## config.mk

```make
export PLATFORM = sky130hd
export DESIGN_NAME = frame_write_sequencer
export DESIGN_NICKNAME = d
export VERILOG_FILES = /design/src/rtl/frame_write_sequencer.sv
export SDC_FILE = /design/constraint.sdc
export NUM_CORES = 1
export LEC_CHECK = 0
export CELL_PAD_IN_SITES_DETAIL_PLACEMENT = 1
export CELL_PAD_IN_SITES_GLOBAL_PLACEMENT = 1
export CORE_AREA = 2 2 142 144
export DETAILED_ROUTE_END_ITERATION = 16
export DIE_AREA = 0 0 144 146
export PLACE_DENSITY = 0.59
export SYNTH_ARGS = -nofsm -noshare
export SYNTH_HDL_FRONTEND = slang
export SYNTH_SLANG_ARGS = --single-unit
export TNS_END_PERCENT = 1
```

## constraint.sdc

```tcl
create_clock -name CLK -period 9.32 [get_ports CLK]
set_input_delay 0.932 -clock CLK [delete_from_list [all_inputs] [get_ports CLK]]
set_output_delay 0.932 -clock CLK [all_outputs]
set_load 0.1 [all_outputs]
```

## src/rtl/frame_write_sequencer.sv

```systemverilog
// Frame-latch write sequencer: each accepted (frame, word) request drives FrameData through setup,
// one-hot FrameStrobe and hold phases. Optional feature macro: FRAME_SEQ_PARITY_EN (even parity on s_data).
module frame_write_sequencer #(
  parameter int MaxFramesPerCol = 20,
  parameter int FrameBitsPerRow = 32,
  parameter int SetupCycles     = 1,
  parameter int StrobeCycles    = 2,
  parameter int HoldCycles      = 1
) (
  input  logic                               CLK,
  input  logic                               RESET,
  input  logic                               s_valid,
  output logic                               s_ready,
  input  logic [$clog2(MaxFramesPerCol)-1:0] s_frame,
  input  logic [FrameBitsPerRow-1:0]         s_data,
  input  logic                               s_parity,
  input  logic                               err_clr,
  output logic [FrameBitsPerRow-1:0]         FrameData,
  output logic [MaxFramesPerCol-1:0]         FrameStrobe,
  output logic                               busy,
  output logic                               frame_done,
  output logic                               err_index,
  output logic                               err_parity,
  output logic [15:0]                        frames_written,
  output logic [1:0]                         dbg_state
);
  localparam int FW = $clog2(MaxFramesPerCol);
  localparam int CW = 16;
  localparam logic [CW-1:0] SetupLd  = CW'(SetupCycles - 1);
  localparam logic [CW-1:0] StrobeLd = CW'(StrobeCycles - 1);
  localparam logic [CW-1:0] HoldLd   = CW'(HoldCycles - 1);

  typedef enum logic [1:0] {
    IDLE   = 2'd0,
    SETUP  = 2'd1,
    STROBE = 2'd2,
    HOLD   = 2'd3
  } state_t;

  state_t                       state_q, state_d;
  logic [CW-1:0]                cnt_q, cnt_d;
  logic [FW-1:0]                frame_q, frame_d;
  logic [FrameBitsPerRow-1:0]   word_q, word_d;
  logic                         s_ready_q, s_ready_d;
  logic [FrameBitsPerRow-1:0]   data_q, data_d;
  logic [MaxFramesPerCol-1:0]   strobe_q, strobe_d;
  logic                         busy_q, busy_d;
  logic                         done_q, done_d;
  logic                         err_index_q, err_index_d;
  logic [15:0]                  count_q, count_d;
  logic                         accept, idx_bad, par_bad;

  // Handshake: a request transfers on a rising edge where s_valid && s_ready are both high.
  // s_ready is high only in IDLE, so nothing is queued; every transferred request is either
  // written (legal) or dropped with a sticky error flag.
  assign accept  = s_valid && s_ready_q;
  assign idx_bad = int'(s_frame) >= MaxFramesPerCol;

  always_comb begin
    state_d = state_q;
    cnt_d   = cnt_q;
    frame_d = frame_q;
    word_d  = word_q;
    count_d = count_q;
    unique case (state_q)
      IDLE: begin
        if (accept && !idx_bad && !par_bad) begin
          state_d = SETUP;
          cnt_d   = SetupLd;
          frame_d = s_frame;
          word_d  = s_data;
        end
      end
      SETUP: begin
        if (cnt_q == '0) begin
          state_d = STROBE;
          cnt_d   = StrobeLd;
        end else begin
          cnt_d = cnt_q - CW'(1);
        end
      end
      STROBE: begin
        if (cnt_q == '0) begin
          state_d = HOLD;
          cnt_d   = HoldLd;
        end else begin
          cnt_d = cnt_q - CW'(1);
        end
      end
      HOLD: begin
        if (cnt_q == '0) begin
          state_d = IDLE;
        end else begin
          cnt_d = cnt_q - CW'(1);
        end
      end
      default: state_d = IDLE;
    endcase

    // Outputs are derived from the next state so they line up with state_q after the edge.
    s_ready_d = (state_d == IDLE);
    busy_d    = (state_d != IDLE);
    data_d    = (state_d != IDLE) ? word_d : '0;
    strobe_d  = (state_d == STROBE) ? (MaxFramesPerCol'(1) << frame_d) : '0;
    done_d    = (state_d == HOLD) && (cnt_d == '0);
    if (done_d) begin
      count_d = count_q + 16'd1;
    end
    err_index_d = (err_clr ? 1'b0 : err_index_q) | (accept & idx_bad);
  end

  always_ff @(posedge CLK) begin
    if (RESET) begin
      state_q     <= IDLE;
      cnt_q       <= '0;
      frame_q     <= '0;
      word_q      <= '0;
      s_ready_q   <= 1'b0;
      data_q      <= '0;
      strobe_q    <= '0;
      busy_q      <= 1'b0;
      done_q      <= 1'b0;
      err_index_q <= 1'b0;
      count_q     <= '0;
    end else begin
      state_q     <= state_d;
      cnt_q       <= cnt_d;
      frame_q     <= frame_d;
      word_q      <= word_d;
      s_ready_q   <= s_ready_d;
      data_q      <= data_d;
      strobe_q    <= strobe_d;
      busy_q      <= busy_d;
      done_q      <= done_d;
      err_index_q <= err_index_d;
      count_q     <= count_d;
    end
  end

`ifdef FRAME_SEQ_PARITY_EN
  logic err_parity_q, err_parity_d;

  assign par_bad      = (s_parity != ^s_data);
  assign err_parity_d = (err_clr ? 1'b0 : err_parity_q) | (accept & par_bad);

  always_ff @(posedge CLK) begin
    if (RESET) begin
      err_parity_q <= 1'b0;
    end else begin
      err_parity_q <= err_parity_d;
    end
  end

  assign err_parity = err_parity_q;
`else
  logic unused_parity;

  assign par_bad       = 1'b0;
  assign unused_parity = s_parity;
  assign err_parity    = 1'b0;
`endif

  assign s_ready        = s_ready_q;
  assign FrameData      = data_q;
  assign FrameStrobe    = strobe_q;
  assign busy           = busy_q;
  assign frame_done     = done_q;
  assign err_index      = err_index_q;
  assign frames_written = count_q;
  assign dbg_state      = state_q;
endmodule

```

==> results of run 1 <==
[per-stage QoR]
stage | setup WS [ns] | area [um^2]
3_3_place_gp | 4.321 | 6148
6_report | 4.182 | 6698
5_1_grt | 3.681 | 6698
4_1_cts | 4.042 | 6698
3_5_place_dp | 4.056 | 6148
2_1_floorplan | 6.070 | 4783
[routing by layer]
layer  global-route usage  part of all wire  vias to the layer above
li1                     -                 -                     2055
met1               0.1576              0.45                     1972
met2               0.2176              0.47                       93
met3              0.04870             0.059                       12
met4              0.04167             0.012                        0
met5                    0                 0                        -
[sequential cells by signal (all words and copies together) (netlist names)]
register / count
s_ready: 1
FrameStrobe: 20
word_q: 32
busy: 1
frames_written: 16
cnt_q: 16
FrameData: 32
dbg_state: 2
frame_q: 5
err_index: 1
frame_done: 1
[area by class of cell]
type | count | share of cell area
clock buffer | 19 | 0.06464
clock inverter | 13 | 0.01737
inverter | 8 | 0.004857
multi-input combinational | 360 | 0.3118
sequential | 127 | 0.3796
tap | 265 | 0.04950
timing repair buffer | 116 | 0.1722
[cells in the mapped netlist, types with 7 or more instances]
master	instances	area [um^2]
dfxtp_1	127	2542
nor2_1	84	315.3
nor3_1	40	200.2
nand2_1	36	135.1
mux2i_1	35	350.3
a21oi_1	29	145.1
clkbuf_1	26	97.59
o21ai_0	25	125.1
nand3_1	15	75.07
or3_1	15	93.84
inv_1	7	26.28
nand4_1	7	43.79
nor4_1	7	43.79
[worst min-delay path by stage]
stage                     from          to  slack (ns)  depth (start not counted)
floorplan            word_q[0]   word_q[0]        0.46                          2
global route        word_q[17]  word_q[17]        0.52                          2
detailed placement   word_q[7]   word_q[7]        0.48                          2
global placement    word_q[24]  word_q[24]        0.47                          2
finish               word_q[7]   word_q[7]        0.49                          2
CTS                  word_q[7]   word_q[7]        0.50                          2
[cell families after synthesis]
family / share of synthesized area
buffers and inverters: 0.03348
XOR/XNOR: 0.005494
multiplexers: 0.07560
adder cells (fa/ha/maj): 0.01046
other: 0.0007840
AND/OR/NAND/NOR: 0.2375
flip-flops: 0.5315
AO/OA/AOI/OAI: 0.1052
[worst min-delay path, cell delays in order (launching register included)]
cell	delay (ns)
dfxtp_1	0.30
mux2i_1	0.08
nor2_1	0.08
[power groups by stage]
stage          sequential [uW]  combinational (uW)  clock [uW]
3_3_place_gp               659                 716           0
6_report                   651                 720         610
3_5_place_dp               662                 729           0
5_1_grt                    660                 800         659
2_1_floorplan              770                 437           0
4_1_cts                    651                 730         632
==> key figures, run 1 <==
Status
  – Status: finished, final reports clean

Power and ir drop
  – Register share of total power: 0.329
  – Sw frac: 0.4006
  – VDD IR max: 0.1629 mV
  – Total power: 1980 uW
  – Logic pwr share: 0.364
  – Pwr/cell area: 295.7 nW/um^2
  – Leakage: 0.002524 uW
  – Internal: 1187 uW
  – Clock power share: 0.308
  – NetSw: 793.3 uW

Floorplanning
  – Horiz. Die Dim: 144 um
  – Die Span Y: 146 um
  – Core Box Area: 19330 um^2
  – Starting Density: 0.2474
  – Area of the die: 21020 um^2
  – Rows: 51
  – IO Pins: 117

STA
  – RSZ-0062 raised after global routing: no
  – Worst-Margin Slew: 1.129 ns
  – Max Slew Vio Count: 0
  – F_max: 194.6 MHz
  – Fin. Hold Viols: 0
  – Setup violators final: 0
  – Layout Skew: 0.01199 ns
  – Slew Limit Headroom: 0.2453
  – Final Critical Period: 5.138 ns
  – Period utilisation layout: 0.5513
  – Final hold slack: 0.4912 ns
  – Final TNS setup: 0 ns

Final layout
  – Final net count: 676
  – P&R area growth vs syn: 40.02%
  – Sequential cell area: 2542 um^2
  – Final Util: 0.3464
  – FILL cells: 2220
  – Fraction of layout cells with a size suffix above 1: 0.06843
  – ANT cells: 0
  – Area of the multi-input gates: 2088 um^2
  – Commonest non-fill, non-tap cell in the layout: dfxtp_1
  – Cell Count, Final, Fillers Out: 908
  – Most frequent cells in the layout: 127 x dfxtp_1, 113 x clkdlybuf4s50_1, 84 x nor2_1

Clock tree
  – CTS tree: done
  – Skew-Pair Late Insertion Delay: 0.41 ns
  – # H-tree levels: 4
  – Clock sink count: 127
  – Clock buffer depth: 2
  – Root Buffer: clkbuf_16
  – Post-CTS resize count: 0
  – Hold-fix buffers, CTS: 0
  – CTS clk-pin slew, worst paths: 0.06 ns
  – Total CTS buffers: 17
  – Post-CTS setup buffers: 0

Worst setup path
  – Crit path capture: frames_written[9]
  – Crit-path cells: inv_1 -> ha_1 -> nor3b_2 -> and4_1 -> inv_4 -> ha_1 -> mux2i_1 -> a2111oi_0 -> nand4_1 -> nor4_1 -> nand4_1 -> or4_1 -> a21oi_1
  – Setup slack, reg-to-reg: 4.18 ns
  – Worst reg-to-reg path cell count: 13
  – Crit. Startpoint: cnt_q[0]
  – CP max stage delay: 0.91 ns
  – WS Path Type: flop to flop
  – Worst r2r dst: frames_written[9]
  – CP delay by family, top: simple AND/OR/NAND/NOR gates
  – Crit. path cell count: 13
  – Worst EP arrival: 5.47 ns
  – Crit end category: flop
  – Required time worst endpoint: 9.66 ns
  – Critical Path Fanout Max: 31
  – CP bufs+invs: 2
  – Slowest library cell on the worst path: nand4_1
  – Startpoint Class: flop
  – Reg2reg start: cnt_q[0]

Global route
  – GRT overflow: 0
  – Largest net degree at the start of global routing: 78
  – GRT Util Overall: 0.1315
  – Initial antenna violation count: 0
  – First-pass GRT wire length: 21980 um
  – Vias in the first global route: 4403

Yosys
  – Syn_nets: 572
  – Synth cell types: 50
  – Most used DFF post-synth: dfxtp_1
  – Avg Cell Area, Syn: 9.094 um^2
  – Synthesized flop and latch total: 127
  – Post-synthesis async set-or-reset flop share: 0
  – Count of flip-flops with a built-in enable after synthesis: 0
  – Register area share after synthesis: 0.5315
  – Mapped Area: 4783 um^2
  – Syn. warnings: 0
  – Mapped Cells: 526

Route
  – # DRC: 0
  – DRT antenna net count: 0
  – Initial detailed-routing violation count: 120
  – Vias: 4132
  – Vias per Instance: 4.551
  – DR WL/cell: 14.43 um
  – DR pass1 iterations: 4
  – Routed WL: 13100 um

Place
  – Dpl hpwl: 8917 um
  – Placed cells: 876
  – Number of port buffers: 114
  – Placer Congestion: 0.7639

Run
  – Max Cap Viol: 0

Min path
  – Worst hold path type: flop to flop
Note: power is estimated with default switching activity, not from simulation.
==> inputs of run 2 (changes only) <==
- PLACE_DENSITY: 0.59 -> 0.61
- clock period: 9.32 -> 4.5 ns (I/O delays scaled with it)
==> run 2 against run 1 <==
Compared with the run above: clock-buffer cell count down 1; non-clock buffer count up 4; combinational power up 110%; final cell count up 0.33%; critical path depth up 2; sequential power up 110%; clock power up 140%; die area unchanged; global-route usage up 0.38 points; sequential share of layout area down 0.63 points; largest cell class unchanged.
==> key figures, run 2 (synthesis results as in run 1) <==
Status
  – Status: finished, final reports clean

Final layout
  – Area of the multi-input gates: 2081 um^2 (-0.36%)
  – P&R area growth vs syn: 42.38%
  – Final Util: 0.3522 (+0.005824)
  – Fraction of layout cells with a size suffix above 1: 0.07585 (+0.007422)
  – Final net count: 680 (+0.59%)
  – Design area: 6810 um^2 (+1.7%)
  – FILL cells: 2210 (-0.45%)
  – Most frequent cells in the layout: 127 x dfxtp_1, 113 x clkdlybuf4s50_1, 84 x nor2_1
  – Sequential cell area: 2542 um^2 (unchanged)
  – ANT cells: 0 (unchanged)
  – Commonest non-fill, non-tap cell in the layout: dfxtp_1

Worst setup path
  – Slowest library cell on the worst path: a2111oi_0
  – Critical Path Fanout Max: 31 (unchanged)
  – Crit-path cells: inv_1 -> ha_1 -> nor3b_2 -> buf_4 -> and4_1 -> inv_4 -> ha_1 -> mux2i_1 -> a2111oi_0 -> nand4_1 -> nor4_1 -> nand4_1 -> buf_4 -> or4_1 -> a21oi_1
  – Required time worst endpoint: 4.85 ns (-4.81 ns)
  – CP bufs+invs: 4 (+2)
  – CP max stage delay: 0.58 ns (-0.33 ns)
  – CP delay by family, top: simple AND/OR/NAND/NOR gates
  – Crit end category: flop
  – WS Path Type: flop to flop
  – Worst EP arrival: 4.31 ns (-1.16 ns)
  – Startpoint Class: flop

Clock tree
  – # H-tree levels: 4 (unchanged)
  – Hold-fix buffers, CTS: 0 (unchanged)
  – Post-CTS setup buffers: 0 (unchanged)
  – Skew-Pair Late Insertion Delay: 0.42 ns (about the same)
  – Clock sink count: 127 (unchanged)
  – Clock buffer depth: 2 (unchanged)
  – Total CTS buffers: 17 (unchanged)
  – Root Buffer: clkbuf_16
  – Post-CTS resize count: 0 (unchanged)
  – CTS clk-pin slew, worst paths: 0.06 ns (about the same)
  – CTS tree: done

Floorplanning
  – Core Box Area: 19330 um^2 (unchanged)
  – Area of the die: 21020 um^2 (unchanged)
  – Rows: 51 (unchanged)
  – Die Span Y: 146 um (unchanged)
  – Horiz. Die Dim: 144 um (unchanged)
  – IO Pins: 117 (unchanged)
  – Starting Density: 0.2474 (unchanged)

Global route
  – GRT Util Overall: 0.1353 (+0.003785)
  – Largest net degree at the start of global routing: 62 (-21%)
  – Vias in the first global route: 4529 (+2.9%)
  – First-pass GRT wire length: 22540 um (+2.5%)
  – GRT overflow: 0 (unchanged)
  – Initial antenna violation count: 0 (unchanged)

Route
  – Initial detailed-routing violation count: 164 (+37%)
  – DRT antenna net count: 0 (unchanged)
  – DR pass1 iterations: 4 (unchanged)
  – Routed WL: 13470 um (+2.8%)
  – # DRC: 0 (unchanged)
  – Vias: 4230 (+2.4%)
  – Vias per Instance: 4.643 (+2.0%)
  – DR WL/cell: 14.78 um (+2.4%)

Place
  – Dpl hpwl: 8861 um (-0.63%)
  – Placer Congestion: 0.7684 (+0.59%)
  – Dpl cell area: 6183 um^2 (+0.57%)
  – Number of port buffers: 114 (unchanged)

Power and ir drop
  – VDD IR max: 0.3017 mV (+85%)
  – Pwr/cell area: 635.9 nW/um^2 (+120%)
  – Leakage: 0.002582 uW (+2.3%)

Min path
  – Worst hold path type: primary input to flop

Run
  – Max Cap Viol: 0 (unchanged)

STA
  – Slew Limit Headroom: 0.3152 (+0.06990)
  – Worst-Margin Slew: 1.024 ns (-0.1047 ns)
  – Fin. Hold Viols: 0 (unchanged)
  – Max Slew Vio Count: 0 (unchanged)
  – Setup violators final: 0 (unchanged)
  – RSZ-0062 raised after global routing: no
  – F_max: 252.1 MHz (+30%)
  – Period utilisation layout: 0.8816 (+0.3303)
  – Final TNS setup: 0 ns (unchanged)
  – Final Critical Period: 3.967 ns (-1.171 ns)
  – Layout Skew: 0.008431 ns (-0.003563 ns)
[run 2: changes by cell type in the layout (fill, tap and decap cells not counted)]
cell | before | now
clkbuf_8 | 0 | 1
clkinv_2 | 4 | 2
bufinv_16 | 1 | 4
inv_6 | 1 | 2
buf_4 | 3 | 6
clkbuf_1 | 2 | 0
o21bai_4 | 1 | 0
o21bai_2 | 0 | 1
buf_12 | 0 | 1
clkinv_4 | 4 | 2
[run 2: worst paths after layout]
| path | startpoint | endpoint | slack (ns) | depth (start not counted) |
|---|---|---|---|---|
| worst min register to register | word_q[27] | word_q[27] | 0.49 | 2 |
| worst max-delay path | cnt_q[0] | frames_written[9] | 0.53 | 15 |
| worst max register to register | cnt_q[0] | frames_written[9] | 0.53 | 15 |
| worst min-delay path | RESET | word_q[4] | 0.48 | 2 |
[run 2: layout make-up]
cell class	instances	area share
Clock buffer	18	0.06449
Clock inverter	13	0.02756
Inverter	8	0.004777
Multi-Input combinational cell	360	0.3055
Sequential cell	127	0.3733
Tap cell	265	0.04869
Timing Repair Buffer	120	0.1756
[run 2: metrics by stage]
stage / setup WS (ns) / instances / total power [uW] / hold WS (ns)
after floorplan: 1.250 / 526 / 2501 / 0.4594
after global placement: 0.7177 / 880 / 2863 / 0.4697
after detailed placement: 0.6307 / 880 / 2895 / 0.4798
after CTS: 0.5953 / 911 / 4393 / 0.4765
after global routing: 0.2629 / 911 / 4592 / 0.5063
final: 0.5326 / 911 / 4331 / 0.4808
[run 2: metal layers]
metal	GRT usage	share of wire	vias to the layer above
met5	0	0	-
met4	0.05392	0.016	0
met3	0.05100	0.080	21
met2	0.2276	0.48	123
met1	0.1537	0.42	2017
li1	-	-	2069
[run 2: where the power goes]
part	leakage, uW	switching [uW]	internal [uW]
combinational	0.00126	1040	486
sequential	0.00103	114	1230
clock	0.000299	522	941
total	0.00258	1670	2660
[run 2: worst register-to-register path, cell delays in order, from the launching register on]
cell,delay (ns)
dfxtp_1,0.36
inv_1,0.11
ha_1,0.21
nor3b_2,0.17
buf_4,0.19
and4_1,0.40
inv_4,0.11
ha_1,0.29
mux2i_1,0.10
a2111oi_0,0.58
nand4_1,0.15
nor4_1,0.19
nand4_1,0.14
buf_4,0.26
or4_1,0.49
a21oi_1,0.15
